## config.mk

```make
export PLATFORM = sky130hd
export DESIGN_NAME = vga_fb_scanout
export DESIGN_NICKNAME = d
export VERILOG_FILES = /design/src/rtl/vga_timing_pkg.sv /design/src/rtl/vga_timing_gen.sv /design/src/rtl/vga_fb_scanout.sv
export SDC_FILE = /design/constraint.sdc
export NUM_CORES = 1
export LEC_CHECK = 0
export ABC_AREA = 1
export CAP_MARGIN = 20
export CORE_ASPECT_RATIO = 1.25
export CORE_MARGIN = 5
export CORE_UTILIZATION = 57
export CTS_BUF_LIST = sky130_fd_sc_hd__clkbuf_8 sky130_fd_sc_hd__clkbuf_16
export CTS_CLUSTER_DIAMETER = 200
export DETAILED_ROUTE_END_ITERATION = 10
export PLACE_DENSITY = 0.84
export SYNTH_ARGS = -nofsm -noshare
export SYNTH_HDL_FRONTEND = slang
export SYNTH_SLANG_ARGS = --single-unit
```

## constraint.sdc

```tcl
create_clock -name clk -period 3.1 [get_ports clk]
set_input_delay 0.31 -clock clk [delete_from_list [all_inputs] [get_ports clk]]
set_output_delay 0.31 -clock clk [all_outputs]
set_load 0.05 [all_outputs]
```

## src/rtl/vga_timing_pkg.sv

```systemverilog
// Shared timing constants, colour defaults and pipeline helpers for the
// framebuffer scanout block.
package vga_timing_pkg;

  // Standard 640x480@60 timing, in pixel clocks and lines
  localparam int SCREEN_WIDTH_DEF  = 640;
  localparam int SCREEN_HEIGHT_DEF = 480;
  localparam int H_FRONT_DEF       = 16;
  localparam int H_SYNC_DEF        = 96;
  localparam int H_BACK_DEF        = 48;
  localparam int V_FRONT_DEF       = 10;
  localparam int V_SYNC_DEF        = 2;
  localparam int V_BACK_DEF        = 33;

  localparam int H_TOTAL_DEF       = SCREEN_WIDTH_DEF + H_FRONT_DEF + H_SYNC_DEF + H_BACK_DEF;
  localparam int V_TOTAL_DEF       = SCREEN_HEIGHT_DEF + V_FRONT_DEF + V_SYNC_DEF + V_BACK_DEF;
  localparam int H_SYNC_START_DEF  = SCREEN_WIDTH_DEF + H_FRONT_DEF;
  localparam int H_SYNC_END_DEF    = H_SYNC_START_DEF + H_SYNC_DEF;
  localparam int V_SYNC_START_DEF  = SCREEN_HEIGHT_DEF + V_FRONT_DEF;
  localparam int V_SYNC_END_DEF    = V_SYNC_START_DEF + V_SYNC_DEF;

  // Default 4:4:4 colours: green trace on black
  localparam int              COLOR_WIDTH_DEF = 12;
  localparam logic [11:0]     FG_COLOR_DEF    = 12'h0F0;
  localparam logic [11:0]     BG_COLOR_DEF    = 12'h000;

  // Control bits that travel alongside the framebuffer read.
  // Sync flags are stored active-high so a cleared stage means "not in sync".
  typedef struct packed {
    logic active;
    logic hs_on;
    logic vs_on;
  } vga_ctl_t;

  // Counter-to-output latency: the memory read plus one output register.
  function automatic int pipe_latency(input int rd_latency);
    return rd_latency + 1;
  endfunction

endpackage

```

## src/rtl/vga_timing_gen.sv

```systemverilog
// Horizontal/vertical position counters, active-area and raw sync decode,
// and the start-of-vertical-blanking pulse.
module vga_timing_gen
  import vga_timing_pkg::*;
#(
  parameter int SCREEN_WIDTH  = SCREEN_WIDTH_DEF,
  parameter int SCREEN_HEIGHT = SCREEN_HEIGHT_DEF,
  parameter int H_FRONT       = H_FRONT_DEF,
  parameter int H_SYNC        = H_SYNC_DEF,
  parameter int H_BACK        = H_BACK_DEF,
  parameter int V_FRONT       = V_FRONT_DEF,
  parameter int V_SYNC        = V_SYNC_DEF,
  parameter int V_BACK        = V_BACK_DEF
) (
  input  logic clk,
  input  logic resetn,
  output logic active,
  output logic hs_raw,
  output logic vs_raw,
  output logic frame_end,
  output logic vblank_start
);

  localparam int H_TOTAL = SCREEN_WIDTH + H_FRONT + H_SYNC + H_BACK;
  localparam int V_TOTAL = SCREEN_HEIGHT + V_FRONT + V_SYNC + V_BACK;
  localparam int H_W     = $clog2(H_TOTAL);
  localparam int V_W     = $clog2(V_TOTAL);

  localparam logic [H_W-1:0] H_LAST   = H_W'(H_TOTAL - 1);
  localparam logic [H_W-1:0] H_ACT    = H_W'(SCREEN_WIDTH);
  localparam logic [H_W-1:0] HS_START = H_W'(SCREEN_WIDTH + H_FRONT);
  localparam logic [H_W-1:0] HS_END   = H_W'(SCREEN_WIDTH + H_FRONT + H_SYNC);
  localparam logic [V_W-1:0] V_LAST   = V_W'(V_TOTAL - 1);
  localparam logic [V_W-1:0] V_ACT    = V_W'(SCREEN_HEIGHT);
  localparam logic [V_W-1:0] VS_START = V_W'(SCREEN_HEIGHT + V_FRONT);
  localparam logic [V_W-1:0] VS_END   = V_W'(SCREEN_HEIGHT + V_FRONT + V_SYNC);

  logic [H_W-1:0] h_cnt;
  logic [V_W-1:0] v_cnt;
  logic           line_end;

  assign line_end  = (h_cnt == H_LAST);
  assign frame_end = line_end && (v_cnt == V_LAST);

  // Raster position: h wraps every line, v advances on each h wrap
  always_ff @(posedge clk or negedge resetn) begin
    if (!resetn) begin
      h_cnt <= '0;
      v_cnt <= '0;
    end else if (line_end) begin
      h_cnt <= '0;
      v_cnt <= (v_cnt == V_LAST) ? '0 : v_cnt + 1'b1;
    end else begin
      h_cnt <= h_cnt + 1'b1;
    end
  end

  assign active = (h_cnt < H_ACT) && (v_cnt < V_ACT);
  assign hs_raw = ~((h_cnt >= HS_START) && (h_cnt < HS_END));
  assign vs_raw = ~((v_cnt >= VS_START) && (v_cnt < VS_END));

  // One-clock pulse right after the raster enters the first blank line;
  // taken straight from the counters so the writer is told as early as possible
  always_ff @(posedge clk or negedge resetn) begin
    if (!resetn) begin
      vblank_start <= 1'b0;
    end else begin
      vblank_start <= (h_cnt == '0) && (v_cnt == V_ACT);
    end
  end

endmodule

```

## src/rtl/vga_fb_scanout.sv

```systemverilog
// Framebuffer reader: walks the 1-bit buffer in raster order, aligns sync
// with the returning read data, colours each pixel and optionally zeroes it
// behind the beam so every frame starts blank.
module vga_fb_scanout
  import vga_timing_pkg::*;
#(
  parameter int                     SCREEN_WIDTH  = SCREEN_WIDTH_DEF,
  parameter int                     SCREEN_HEIGHT = SCREEN_HEIGHT_DEF,
  parameter int                     H_FRONT       = H_FRONT_DEF,
  parameter int                     H_SYNC        = H_SYNC_DEF,
  parameter int                     H_BACK        = H_BACK_DEF,
  parameter int                     V_FRONT       = V_FRONT_DEF,
  parameter int                     V_SYNC        = V_SYNC_DEF,
  parameter int                     V_BACK        = V_BACK_DEF,
  parameter int                     ADDR_WIDTH    = $clog2(SCREEN_WIDTH * SCREEN_HEIGHT),
  parameter int                     RD_LATENCY    = 2,   // 1..4
  parameter int                     COLOR_WIDTH   = COLOR_WIDTH_DEF,
  parameter logic [COLOR_WIDTH-1:0] FG_COLOR      = COLOR_WIDTH'(FG_COLOR_DEF),
  parameter logic [COLOR_WIDTH-1:0] BG_COLOR      = COLOR_WIDTH'(BG_COLOR_DEF)
) (
  input  logic                   clk,
  input  logic                   resetn,
  input  logic                   clear_en,
  output logic [ADDR_WIDTH-1:0]  fb_rd_addr,
  output logic                   fb_rd_en,
  input  logic                   fb_rd_data,
  output logic [ADDR_WIDTH-1:0]  fb_clr_addr,
  output logic                   fb_clr_wr_en,
  output logic                   vga_hsync,
  output logic                   vga_vsync,
  output logic [COLOR_WIDTH-1:0] vga_rgb,
  output logic                   vblank_start
);

  // Everything except the final output register lines up with the read data
  localparam int ALIGN_DEPTH = pipe_latency(RD_LATENCY) - 1;

  logic                  active;
  logic                  hs_raw;
  logic                  vs_raw;
  logic                  frame_end;
  logic [ADDR_WIDTH-1:0] addr_cnt;
  logic                  clr_mode;
  vga_ctl_t              ctl_now;
  vga_ctl_t              ctl_pipe  [ALIGN_DEPTH];
  logic [ADDR_WIDTH-1:0] addr_pipe [ALIGN_DEPTH];
  vga_ctl_t              data_ctl;
  logic [ADDR_WIDTH-1:0] data_addr;

  vga_timing_gen #(
    .SCREEN_WIDTH  (SCREEN_WIDTH),
    .SCREEN_HEIGHT (SCREEN_HEIGHT),
    .H_FRONT       (H_FRONT),
    .H_SYNC        (H_SYNC),
    .H_BACK        (H_BACK),
    .V_FRONT       (V_FRONT),
    .V_SYNC        (V_SYNC),
    .V_BACK        (V_BACK)
  ) u_timing (
    .clk          (clk),
    .resetn       (resetn),
    .active       (active),
    .hs_raw       (hs_raw),
    .vs_raw       (vs_raw),
    .frame_end    (frame_end),
    .vblank_start (vblank_start)
  );

  // Raster-order read address, stepped only on visible pixels so no multiply is needed
  always_ff @(posedge clk or negedge resetn) begin
    if (!resetn) begin
      addr_cnt <= '0;
    end else if (frame_end) begin
      addr_cnt <= '0;
    end else if (active) begin
      addr_cnt <= addr_cnt + 1'b1;
    end
  end

  // The counters sit at (0,0) during reset, so the strobe is gated by resetn
  // to keep the memory idle until the raster actually starts.
  assign fb_rd_addr = addr_cnt;
  assign fb_rd_en   = active & resetn;

  assign ctl_now = '{active: active, hs_on: ~hs_raw, vs_on: ~vs_raw};

  // Delay control bits and address by the memory read latency; clearing the
  // stages on reset guarantees no stale pixel is ever displayed or cleared
  always_ff @(posedge clk or negedge resetn) begin
    if (!resetn) begin
      for (int i = 0; i < ALIGN_DEPTH; i++) begin
        ctl_pipe[i]  <= '0;
        addr_pipe[i] <= '0;
      end
    end else begin
      ctl_pipe[0]  <= ctl_now;
      addr_pipe[0] <= addr_cnt;
      for (int i = 1; i < ALIGN_DEPTH; i++) begin
        ctl_pipe[i]  <= ctl_pipe[i-1];
        addr_pipe[i] <= addr_pipe[i-1];
      end
    end
  end

  assign data_ctl  = ctl_pipe[ALIGN_DEPTH-1];
  assign data_addr = addr_pipe[ALIGN_DEPTH-1];

  // Output register: sync and colour leave together; blanking is forced to black
  always_ff @(posedge clk or negedge resetn) begin
    if (!resetn) begin
      vga_hsync <= 1'b1;
      vga_vsync <= 1'b1;
      vga_rgb   <= '0;
    end else begin
      vga_hsync <= ~data_ctl.hs_on;
      vga_vsync <= ~data_ctl.vs_on;
      vga_rgb   <= data_ctl.active ? (fb_rd_data ? FG_COLOR : BG_COLOR) : '0;
    end
  end

  // Read-and-clear request is only sampled at the vblank pulse, so a frame
  // is either cleared completely or not at all
  always_ff @(posedge clk or negedge resetn) begin
    if (!resetn) begin
      clr_mode <= 1'b0;
    end else if (vblank_start) begin
      clr_mode <= clear_en;
    end
  end

  // Zero each pixel in the same cycle its data comes back from the buffer
  assign fb_clr_wr_en = clr_mode & data_ctl.active;
  assign fb_clr_addr  = data_addr;

endmodule

```

==> results.txt <==
The run finished with clean final reports. The clock reaches the later pin of the worst-skew pair after 350 ps. Ranked by total cell area, the synthesized netlist is headed by dfrtp_1, nand2_1, buf_4. From bottom edge to top edge, the die measures 100 microns. The startpoint class of the critical path is a flop. Counting flops and latches in the post-synthesis netlist gives 88. Following the worst setup path forward leads to its endpoint at fb_rd_en. The commonest cells after synthesis are dfrtp_1, nand2_1, nor2_1. For the worst setup path, the data required time is 2790 ps. In the post-synthesis netlist, the cell with the most instances is dfrtp_1. After synthesis the cells add up to 3720 sq um.

TritonCTS built the clock tree. Clock-pin slew was measured on the worst setup and hold paths at 90 ps. For the initial antenna violation count, the log shows 0. From left edge to right edge, the die measures 82.3 microns. For the register-to-register setup slack, the log shows 1180 ps. The number of hold-slack violations in the final timing report was 0.

Fraction of layout cells with a size suffix above 1: 7.37%. The final layout contains 438 nets. The share of the Yosys chip area taken by registers is 59.2%. The initial utilization of the core area, before any placement, comes to 57.4%. Highest clock frequency the design can meet: 452 MHz. Setup repair after global routing left no endpoint under its margin. The worst reg-to-reg path cell count is 8. The number of max-cap violations was 0.

The routed design could run at a clock period as short as 2210 ps. Synthesis handed over a netlist of 392 instances. CTS built an H-tree with a depth of 3. Peak fanout along the critical path: 22.

The ratio of total power to cell area came out at 474 nW/um^2. The detailed placer's ending HPWL is 5.17 mm. The number of gates resized after CTS was 0. The relative slew slack is 61.5%, and the number of failing setup endpoints in the final timing report is 0.

After detailed routing, the number of vias per cell comes to 5.11. During I/O placement, the number of pins put on the boundary was 59. The synthesis-to-layout area growth is 17.2%. The tightest min-delay check is of the reg2reg type.

In this run the critical register-to-register path is launched from u_timing.h_cnt[0]. The via count of the first global-routing pass came out at 2654. In this run the standard cell core region covers 6480 sq um.

In this run the remaining antenna-violating nets after routing total 0. The floorplan has 33 rows. Capture instance of the worst register-to-register path: u_timing.v_cnt[2]. For the worst setup path, the data arrival time is 1900 ps.

For this run, the number of Yosys warnings is 0. During placement, the flow inserted port buffers numbering 50. The overall routing resource usage is 19.7%. Source of the critical timing path: u_timing.h_cnt[7].

Summed over all layers, the routed wires come to 7.26 mm. At the end of routability-driven placement, the weighted congestion stood at 0.932. The maximum vdd drop was 410 uV. The first global-routing pass estimated 12.4 mm of wire. The logs give 0 ps for the setup TNS after final layout and 8260 sq um for the area enclosed by the die boundary.

Hold is met by 350 ps. By startpoint and endpoint, the worst setup path is classified as reg2out. The root buffer cell chosen for the clock tree is clkbuf_8. The initial DRC count is 283, and the share of the synthesized area in the top cell type is 57.8%.

After detailed routing, the average wire length per cell comes to 13.9 microns. The maximum buffer depth of the clock tree is 2, and the number of DRC violations after detailed routing is 0. The share of the clock period used by the worst path after layout was 71.4%; the overflow left after global routing was 0.

The number of antenna cells inserted is 0. The tree built by TritonCTS fans out to 88 sinks. The average size of a mapped cell works out to 9.50 sq um.

For this design the static power due to leakage is 2.07 nW. For the pin with the worst max-slew slack, the measured transition is 578 ps. The clock arrives with 10.8 ps of skew. The top cell type by total area after synthesis was dfrtp_1. TritonCTS created 9 clock buffers. For this run, the detailed router's first-pass iteration total came to 4. Entering global routing, the biggest net connects 48 pins. Most used flip-flop cell after synthesis: dfrtp_1.

The final-report max-slew violation count came out at 0. The share of async-settable or async-resettable flops after synthesis was 100%; the number of flops mapped to enable cells by yosys was 0. Yosys mapped the design onto 28 distinct sky130hd cell types. The number of vias after detailed routing was 2662. STA classifies the critical path endpoint as an output port.
==> registers in the layout (all words and copies together), names as in the netlist <==
register	flops
u_timing.vblank_start	1
u_timing.h_cnt	10
u_timing.v_cnt	10
ctl_pipe	6
vga_rgb	1
fb_clr_addr	19
clr_mode	1
addr_pipe	19
vga_hsync	1
vga_vsync	1
fb_rd_addr	19
==> per-stage QoR <==
step | cell area, sq um | std cells | util, % | power [mW] | setup WS (ps)
5_1_grt | 4360 | 521 | 67.3 | 2.14 | 762
3_3_place_gp | 4130 | 504 | 63.7 | 1.24 | 1260
6_report | 4360 | 521 | 67.3 | 2.07 | 885
3_5_place_dp | 4130 | 504 | 63.7 | 1.24 | 1180
2_1_floorplan | 3750 | 399 | - | 1.22 | 1260
4_1_cts | 4360 | 521 | 67.3 | 2.09 | 901
==> cells by family (layout without fill, tap and decap cells) <==
family | Yosys count | in the layout | synth area share [%]
multiplexers | 1 | 1 | 0.302
other | 1 | 8 | 0.101
AND/OR/NAND/NOR | 179 | 179 | 21.4
buffers and inverters | 84 | 119 | 11.8
adder cells (fa/ha/maj) | 5 | 5 | 1.68
XOR/XNOR | 7 | 7 | 1.65
flip-flops | 88 | 88 | 59.2
AO/OA/AOI/OAI | 27 | 27 | 3.87
==> cell usage in the layout (no fill, tap or decap), types with 5 or more instances in the layout <==
cell type	n
inv_1	49
o21ai_1	5
nand4_1	13
nor3_1	12
nor2_1	57
o21ai_0	9
nand3_1	19
conb_1	8
a21oi_1	9
clkbuf_8	9
clkdlybuf4s50_1	48
ha_1	5
nand2_1	67
dfrtp_1	86
xor2_1	5
==> worst max-delay path, stage by stage (launching register included) <==
cell     delay, ps
dfrtp_1        450
nand2_1        120
nand3_1         90
nor2_1         110
buf_4          250
inv_1          160
nor2_1         200
buf_12         170
==> report_power, final <==
group	switching (mW)	total [mW]	leakage [nW]	internal, mW
clock	0.395	0.852	0.111	0.456
combinational	0.0568	0.0687	0.807	0.0119
sequential	0.000581	1.15	1.15	1.15
==> timing repair <==
item | CTS | global route
hold buffers | 1 | 0
setup endpoints to repair | 0 | 0
hold endpoints to repair | 39 | 0
setup buffers | 0 | 0
==> worst min-delay path by stage <==
stage	slack [ps]	startpoint	endpoint	cells after the start
2_1_floorplan	10	resetn	addr_pipe[19]	0
3_3_place_gp	310	resetn	fb_clr_addr[11]	1
3_5_place_dp	320	resetn	fb_clr_addr[11]	1
4_1_cts	350	addr_pipe[22]	fb_clr_addr[3]	0
5_1_grt	360	addr_pipe[28]	fb_clr_addr[9]	0
6_report	350	addr_pipe[21]	fb_clr_addr[2]	0
==> metal layers <==
metal,GRT usage (%),routed length [microns]
met4,9.85,213
met3,3.86,338
met5,0,0
met1,24.1,2940
met2,32.8,3770
==> cell type report <==
class	instances	area, sq um
multi-input combinational	227	1110
inverter	50	188
clock buffer	9	124
sequential	88	2200
clock inverter	7	97.6
fill	508	2120
tap	87	109
timing repair buffer	53	533
Power figures use the tool's default switching activity.
